$ cat src/rtl/uart_tx_buffered.sv
// uart_tx_buffered: FIFO-buffered UART transmitter behind a request/ready bus.
// The CPU pushes bytes into a circular FIFO. A serializer drains the FIFO as
// 8N1 frames, one bit per 8*PRESCALE clocks, with no idle gap between queued
// frames. The block also provides a status register and a level TX-done
// interrupt.
module uart_tx_buffered #(
   parameter int PRESCALE      = 50000000 / (9600 * 8),
   parameter int TX_FIFO_DEPTH = 64
) (
   input  logic        i_clock,
   input  logic        i_reset,
   input  logic        i_request,
   input  logic        i_rw,
   input  logic [1:0]  i_address,
   input  logic [31:0] i_wdata,
   output logic [31:0] o_rdata,
   output logic        o_ready,
   output logic        o_interrupt,
   output logic        UART_TX
);

   localparam int AW = $clog2(TX_FIFO_DEPTH);
   localparam int CW = AW + 1;
   localparam int PW = (PRESCALE > 1) ? $clog2(PRESCALE) : 1;

   typedef enum logic [1:0] {
      S_IDLE,
      S_START,
      S_DATA,
      S_STOP
   } state_t;

   // ---------------------------------------------------------------- bus side
   logic        access;
   logic        push_req;
   logic        stall;
   logic        ie;
   logic [31:0] status;

   // ------------------------------------------------------------------- FIFO
   logic [7:0]    mem [TX_FIFO_DEPTH];
   logic [AW-1:0] wr_ptr;
   logic [AW-1:0] rd_ptr;
   logic [CW-1:0] count;
   logic          empty;
   logic          full;
   logic          push;
   logic          pop;

   // ------------------------------------------------------------- serializer
   state_t        state;
   state_t        state_next;
   logic [PW-1:0] presc_cnt;
   logic [2:0]    os_cnt;
   logic [2:0]    bit_idx;
   logic [7:0]    shift;
   logic          bit_done;
   logic          busy;
   logic          tx_bit;

   // Only the low byte and bit 0 of the write data carry meaning.
   logic unused_wdata;
   assign unused_wdata = ^i_wdata[31:8];

   // A new access starts only when ready is low. A request still held in the
   // ready cycle is the tail of the previous access.
   assign access   = i_request && !o_ready;
   assign push_req = access && i_rw && (i_address == 2'd0);
   // A simultaneous pop frees the slot in the same edge, so a write into a
   // full FIFO still succeeds when the serializer pops in that edge.
   assign push     = push_req && (!full || pop);
   assign stall    = push_req && !push;

   assign empty  = (count == '0);
   assign full   = (count == CW'(TX_FIFO_DEPTH));
   assign busy   = (state != S_IDLE);
   assign status = {16'(count), 12'b0, ie, busy, full, empty};

   assign bit_done = (presc_cnt == PW'(PRESCALE - 1)) && (os_cnt == 3'd7);

   // Bus register file: ready pulse, registered read data, interrupt enable.
   // NOTE: sequential state uses non-blocking assignments so that every
   // register samples the pre-edge value of every other register.
   always_ff @(posedge i_clock or posedge i_reset) begin
      if (i_reset) begin
         o_ready <= 1'b0;
         o_rdata <= '0;
         ie      <= 1'b0;
      end else begin
         o_ready <= access && !stall;
         o_rdata <= (access && !i_rw && (i_address == 2'd1)) ? status : '0;
         if (access && i_rw && (i_address == 2'd1)) begin
            ie <= i_wdata[0];
         end
      end
   end

   // FIFO storage: written on push only.
   // NOTE: the data array has no reset. Pointers and count define which
   // entries are valid, so clearing the array would add logic with no effect.
   always_ff @(posedge i_clock) begin
      if (push) begin
         mem[wr_ptr] <= i_wdata[7:0];
      end
   end

   // FIFO pointers and occupancy. The pointers wrap modulo the depth.
   always_ff @(posedge i_clock or posedge i_reset) begin
      if (i_reset) begin
         wr_ptr <= '0;
         rd_ptr <= '0;
         count  <= '0;
      end else begin
         if (push) wr_ptr <= wr_ptr + 1'b1;
         if (pop)  rd_ptr <= rd_ptr + 1'b1;
         case ({push, pop})
            2'b10:   count <= count + 1'b1;
            2'b01:   count <= count - 1'b1;
            default: count <= count;
         endcase
      end
   end

   // Serializer state register.
   always_ff @(posedge i_clock or posedge i_reset) begin
      if (i_reset) begin
         state <= S_IDLE;
      end else begin
         state <= state_next;
      end
   end

   // Serializer next-state logic. After the stop bit, go straight to the next
   // start bit when more data is queued.
   // NOTE: every combinational output gets a default first, so no path can
   // leave it unassigned and infer a latch.
   always_comb begin
      state_next = state;
      case (state)
         S_IDLE:  if (!empty)                       state_next = S_START;
         S_START: if (bit_done)                     state_next = S_DATA;
         S_DATA:  if (bit_done && bit_idx == 3'd7)  state_next = S_STOP;
         S_STOP:  if (bit_done)                     state_next = empty ? S_IDLE : S_START;
         default:                                   state_next = S_IDLE;
      endcase
   end

   // Serializer outputs: FIFO pop strobe and the line level for this state.
   always_comb begin
      pop    = 1'b0;
      tx_bit = 1'b1;
      case (state)
         S_IDLE:  pop    = !empty;
         S_START: tx_bit = 1'b0;
         S_DATA:  tx_bit = shift[0];
         S_STOP:  pop    = bit_done && !empty;
         default: tx_bit = 1'b1;
      endcase
   end

   // Bit timing counters, shift register and the registered serial line.
   always_ff @(posedge i_clock or posedge i_reset) begin
      if (i_reset) begin
         presc_cnt <= '0;
         os_cnt    <= '0;
         bit_idx   <= '0;
         shift     <= '0;
         UART_TX   <= 1'b1;
      end else begin
         UART_TX <= tx_bit;
         if (pop) begin
            shift <= mem[rd_ptr];
         end else if (state == S_DATA && bit_done) begin
            shift <= {1'b0, shift[7:1]};
         end
         if (state == S_IDLE) begin
            presc_cnt <= '0;
            os_cnt    <= '0;
            bit_idx   <= '0;
         end else begin
            if (presc_cnt == PW'(PRESCALE - 1)) begin
               presc_cnt <= '0;
               os_cnt    <= os_cnt + 1'b1;
            end else begin
               presc_cnt <= presc_cnt + 1'b1;
            end
            if (state == S_DATA && bit_done) begin
               bit_idx <= bit_idx + 1'b1;
            end
         end
      end
   end

   // TX-done interrupt, registered: enabled, nothing queued, line idle.
   always_ff @(posedge i_clock or posedge i_reset) begin
      if (i_reset) begin
         o_interrupt <= 1'b0;
      end else begin
         o_interrupt <= ie && empty && !busy;
      end
   end

endmodule

$ cat config.mk
export PLATFORM = sky130hd
export DESIGN_NAME = uart_tx_buffered
export DESIGN_NICKNAME = d
export VERILOG_FILES = /design/src/rtl/uart_tx_buffered.sv
export SDC_FILE = /design/constraint.sdc
export NUM_CORES = 1
export LEC_CHECK = 0
export CAP_MARGIN = 5
export CORE_AREA = 2 2 198 200
export DETAILED_ROUTE_END_ITERATION = 7
export DIE_AREA = 0 0 200 202
export PLACE_DENSITY = 0.79
export SYNTH_ARGS = -nofsm -noshare
export SYNTH_HDL_FRONTEND = slang
export SYNTH_SLANG_ARGS = --single-unit
$ cat constraint.sdc
create_clock -name i_clock -period 4.8 [get_ports i_clock]
set_input_delay 0.96 -clock i_clock [delete_from_list [all_inputs] [get_ports i_clock]]
set_output_delay 0.96 -clock i_clock [all_outputs]
set_load 0.05 [all_outputs]
## After elaboration in Yosys (flattened, before gate mapping)

Memories as Yosys holds them, arrays and structs flattened.
Cells that the tools add are included.

- Input bits: 38
- Memories kept: 1
- Word-level logic and storage cells: 87
- Memory bits (read-only): 0
- Latch bits: 0
- Register bits: 72
- Bits in writable memories: 512

- Shift-type cells: 0
- Reductions and logical operators: 32
- Order comparisons: 0
- Equal/unequal tests: 14
- $mul: 0
- Muxes and demuxes: 20
- Divide/modulo/power cells: 0
- $add $sub $neg: 7
- Bitwise operators: 0

Memory list:

| memory | words | width | read ports | clocked after memory_dff | wr ports | line | source |
|---|---|---|---|---|---|---|---|
| mem | 64 | 8 | 1 | 0 | 1 | 41 | `logic [7:0] mem [TX_FIFO_DEPTH];` |

Operators by type and width:

| kind | number |
|---|---|
| 23-bit 2-to-1 mux | 1 |
| 10-bit 2-to-1 mux | 2 |
| 8-bit 2-to-1 mux | 2 |
| 1-bit logical AND | 15 |
| 7-bit case mux with 2 select lines | 1 |
| 6-bit by 1-bit adder with 6-bit output (second input constant) | 2 |
| 3-bit 2-to-1 mux | 4 |
| 10-bit by 1-bit adder with 10-bit output (second input constant) | 1 |
| 10-bit == test (second input constant) | 1 |
| 2-bit nonzero test | 5 |
| 2-bit 2-to-1 mux | 4 |
| 2-bit != test (second input constant) | 4 |
| 2-bit case mux with 4 select lines | 1 |
| 7-bit by 1-bit adder with 7-bit output (second input constant) | 1 |
| 7-bit == test (second input constant) | 1 |
| 1-bit logical NOT | 7 |
| 7-bit logical NOT | 1 |
| 7-bit by 1-bit subtractor with 7-bit output (second input constant) | 1 |
| 3-bit by 1-bit adder with 3-bit output (second input constant) | 2 |
| 2-bit by 1-bit == test with 1-bit output (second input constant) | 3 |
| 2-bit == test (second input constant) | 3 |
| 3-bit == test (second input constant) | 2 |
| 2-bit logical NOT | 2 |
| 1-bit case mux with 2 select lines | 2 |
| 3 further kinds | 5 |

## Depth between registers and ports, before layout

- Depth in word-level cells: 10
- Depth in mapped cells: 13
- Mapped depth without buffers: 12

## Least setup slack after synthesis

OpenSTA, ideal clock, no wires.

- Path type: input -> register
- Start point: input port i_address[0]
- End point: register count[6]
- Required time: 4.674 ns
- Stages: 11
- Data arrival time: 3.701 ns
- Setup slack: 0.973 ns
- Cell sequence: nor3b_1 > and2b_2 > clkbuf_8 > buf_1 > nor2_1 > fa_1 > a211oi_1 > o21bai_1 > a21oi_1 > mux2_2 > a221o_1

- Longest elaborated chain between the ends: 5

Ends and longest elaborated chain:

| element | line | source |
|---|---|---|
| start: declaration | 14 | `input logic [1:0] i_address,` |
| 2-bit logical NOT * | 68 | `assign push_req = access && i_rw && (i_address == 2'd0);` |
| 1-bit logical AND * | 68 |  |
| 1-bit logical AND * | 71 | `assign push = push_req && (!full \|\| pop);` |
| 2-bit by 1-bit == test with 1-bit output or 2-bit == test (tied branches) | 116 | `case ({push, pop})` |
| 7-bit case mux with 2 select lines or 2-bit nonzero test (tied branches) | n/a |  |
| end signal: assignment | 117 | `2'b10: count <= count + 1'b1;` |
| end signal: assignment | 118 | `2'b01: count <= count - 1'b1;` |
| end signal: assignment | 119 | `default: count <= count;` |
| end: declaration | 44 | `logic [CW-1:0] count;` |

Mark *: on every way between the ends. The rest lies on a longest branch, timed or not.
A chain may end at the register's enable or synchronous reset.

## Worst setup path after layout

- Start point: register presc_cnt[0]
- End point: register count[6]

- Longest elaborated chain between the ends: 8

Ends and longest elaborated chain:

| element | line | source |
|---|---|---|
| start: declaration | 53 | `logic [PW-1:0] presc_cnt;` |
| start signal: assignment | 185 | `presc_cnt <= presc_cnt + 1'b1;` |
| 10-bit == test * | 79 | `assign bit_done = (presc_cnt == PW'(PRESCALE - 1)) && (os_cnt == 3'd7);` |
| 1-bit logical AND * | 79 |  |
| 1-bit logical AND * | 156 | `S_STOP: pop = bit_done && !empty;` |
| 1-bit case mux with 2 select lines * | 152 | `case (state)` |
| 1-bit logical OR | 71 |  |
| 1-bit logical AND | 71 |  |
| 2-bit by 1-bit == test with 1-bit output or 2-bit == test (tied branches) | 116 |  |
| 7-bit case mux with 2 select lines or 2-bit nonzero test (tied branches) | n/a |  |

Marked as above.

==> results_dict.tcl <==
set metrics [dict create \
    ys_seq_area_share_pct 73.0 \
    cts_buffers 53 \
    setup_viol 0 \
    drt_wl_total_um 48700 \
    relSlewSlack_pct 13.0 \
    p_switching_mw 3.94 \
    drc 0 \
    vias 11900 \
    fin_hold_ws_ps 492 \
    drv_cap 0 \
    fin_setup_tns_ps 0 \
    cts_tree "built" \
    crit_type "register to register" \
    clk_pin_slew_ps 70 \
    final_max_slew_viol_count 0 \
    pin_count 73 \
    initial_core_util_pct 60.4 \
    hp-class "register to register" \
    die_h_um 202 \
    grt_antenna_before_repair 0 \
    grt_usage_pct 25.3 \
    yosys.area_share.simple_pct 4.72 \
    crit_fanout 9 \
    synth_top_area_share_pct 66.5 \
    cts.sinks 572 \
    syn_avg_cell_area_um2 18.9 \
    overflow 0 \
    worst_slack_ps 639 \
    cellPowerDensity_mw_per_mm2 523 \
    ys_ff_latch 572 \
    ys_top_cells_by_area "edfxtp_1, mux4_2, dfrtp_1" \
    r2r_slack_ps 640 \
    cp_data_required_time_ps 5280 \
    synth_compound_area_share_pct 4.09 \
    yosysWarnings 0 \
    hold_buffers 0 \
    antenna_cells 0 \
    h-tree-depth 2 \
    hpwlAfterDp_um 29600 \
    die_area_mm2 0.0404 \
    placeableCoreArea_mm2 0.0383 \
    p_int_mw 9.61 \
    synth_area_mm2 0.0231 \
    synth_ff_type "edfxtp_1" \
    post-route-min-period_ps 4160 \
    syn_inst 1224 \
    vias_per_cell 6.35 \
    clock-skew-final_ps 37.4 \
    cp-end-kind "register" \
    placed_area_mm2 0.0242 \
    gp_congestion 0.893 \
    synth_xor_area_share_pct 0.909 \
    rows 72 \
    layout_commonest_cell "edfxtp_1" \
    grt_max_degree 66 \
    dpl_worst_slack_ps 680 \
    synthAdderAreaFrac_pct 1.01 \
    instances_no_fill 1874 \
    yosysTopAreaCell "edfxtp_1" \
    ctsResizeCount 0 \
    finalCritPeriodShare_pct 86.7 \
    drive_gt1_share_pct 22.9 \
    hold_violations 0 \
    synth_cell_types 74 \
    clk_latency_ps 600 \
    arrival_ps 4640 \
    cts_max_path_buffers 3 \
    switching_share_pct 29.1 \
    io_buffers 27 \
    wl_per_cell_um 26.0 \
    critPathLaunchType "register" \
    final_cell_mix "edfxtp_1, mux4_2, nor2_1" \
    grt_pass1_wl_um 74200 \
    area_growth_pct 12.0 \
    max_freq_mhz 240 \
    pwr-share-comb_pct 25.2 \
    clockPowerShare_pct 31.0 \
    synthArstFlopShare_pct 10.5 \
    synthMuxAreaShare_pct 14.0 \
    cts_root_buffer "clkbuf_16" \
    drtAntennaViolNets 0 \
    nets 1368 \
    synth_top_family_by_area "multiplexers" \
    synth-edff-count 512 \
    drt_pass1_iterations 5 \
    cts_setup_buffers 0 \
    drt_iter0_drc 1334 \
    dp.cells 1775 \
    grt_pass1_vias 12100 \
    design_area_mm2 0.0259 \
    rsz0062_at_grt "false" \
    worstMarginPinSlew_ps 1300 \
    dieWidth_um 200 \
    pwr-share-seq_pct 43.8 \
    vdd_drop_max_mv 0.327 \
    p_leak_nw 8.71 \
    status "finished clean" \
]
[cells by family after synthesis]
family,count (synthesis)
DFF,572
and+or+nand+nor,205
muxes,190
AOI/OAI and AO/OA,118
buffers and inverters,96
xor gates and xnor gates,24
adders and majority gates,18
other,1
[Yosys cell counts (5+ instances only)]
cell       number
edfxtp_1      512
mux4_2        104
nor2_1         94
mux2i_1        62
dfrtp_1        59
buf_4          30
clkbuf_1       25
mux2_2         24
nand2_1        22
ha_1           17
xnor2_1        17
o221ai_1       16
buf_2          15
and2_1         14
a221oi_1       12
inv_1          12
a21oi_1        11
a21o_1          8
nand3_1         8
o22ai_1         8
a22oi_1         7
buf_1           7
nor2b_1         7
o22a_1          7
or3_1           7
xor2_1          7
a2111oi_0       5
a211oi_1        5
a22o_1          5
and3_1          5
nand3b_1        5
o21ai_0         5
[final timing paths]
| check | endpoint | startpoint | depth (start not counted) |
|---|---|---|---|
| max | count[6]$_DFFE_PP0P_ | presc_cnt[0]$_DFF_PP0_ | 12 |
| min | o_rdata[3]$_DFF_PP0_ | ie$_DFFE_PP0P_ | 1 |
| max reg2reg | count[6]$_DFFE_PP0P_ | presc_cnt[0]$_DFF_PP0_ | 12 |
| min reg2reg | o_rdata[3]$_DFF_PP0_ | ie$_DFFE_PP0P_ | 1 |
| max in group asynchronous | UART_TX$_DFF_PP1_ | i_reset | 3 |
| min in group asynchronous | state[0]$_DFFE_PP0P_ | i_reset | 2 |
[through the flow]
step / total power, mW / utilization, %
after global routing: 14.1 / 67.7
after global placement: 9.34 / 63.1
after floorplan: 8.47 / -
after CTS: 13.6 / 67.7
after detailed placement: 9.44 / 63.1
final: 13.6 / 67.7
[state kept, by name, indices dropped and copies added (netlist names), 6 cells and up]
| signal | flops |
|---|---|
| mem | 512 |
| o_rdata | 11 |
| presc_cnt | 10 |
| shift | 8 |
| count | 7 |
| rd_ptr | 6 |
| wr_ptr | 6 |
[power groups by stage]
stage | sequential [mW] | combinational, mW | clock, mW
after detailed placement | 6.04 | 3.40 | 0
after floorplan | 5.78 | 2.70 | 0
after global routing | 5.97 | 3.64 | 4.45
final | 5.94 | 3.41 | 4.20
after global placement | 6.03 | 3.32 | 0
after CTS | 5.94 | 3.42 | 4.27
[worst max-delay path, stage by stage, from the launching register on]
cell and delay, ps:
dfrtp_1 430, inv_1 80, ha_1 140, nand3b_1 160
o41a_1 490, or3_1 620, nor2_1 450, ha_1 370
a211oi_1 290, o21bai_1 150, a21oi_1 240, mux2_2 360
a221o_1 280
[metal layers]
metal  track usage, %  vias up  share of wire [%]
li1                 -     5090                  -
met1             35.7     6052                 39
met2             39.8      656                 48
met3             4.31      111                8.7
met4             10.1        0                3.8
met5                0        -                  0
[final cells by class]
| type | instances | area, um2 |
|---|---|---|
| Sequential cell | 572 | 16900 |
| Fill cell | 2397 | 12400 |
| Multi-Input combinational cell | 576 | 5800 |
| Clock buffer | 62 | 1410 |
| Timing Repair Buffer | 95 | 766 |
| Tap cell | 518 | 648 |
| Clock inverter | 37 | 340 |
| Inverter | 14 | 52.6 |
No activity file was read; power rests on OpenSTA's default activity.
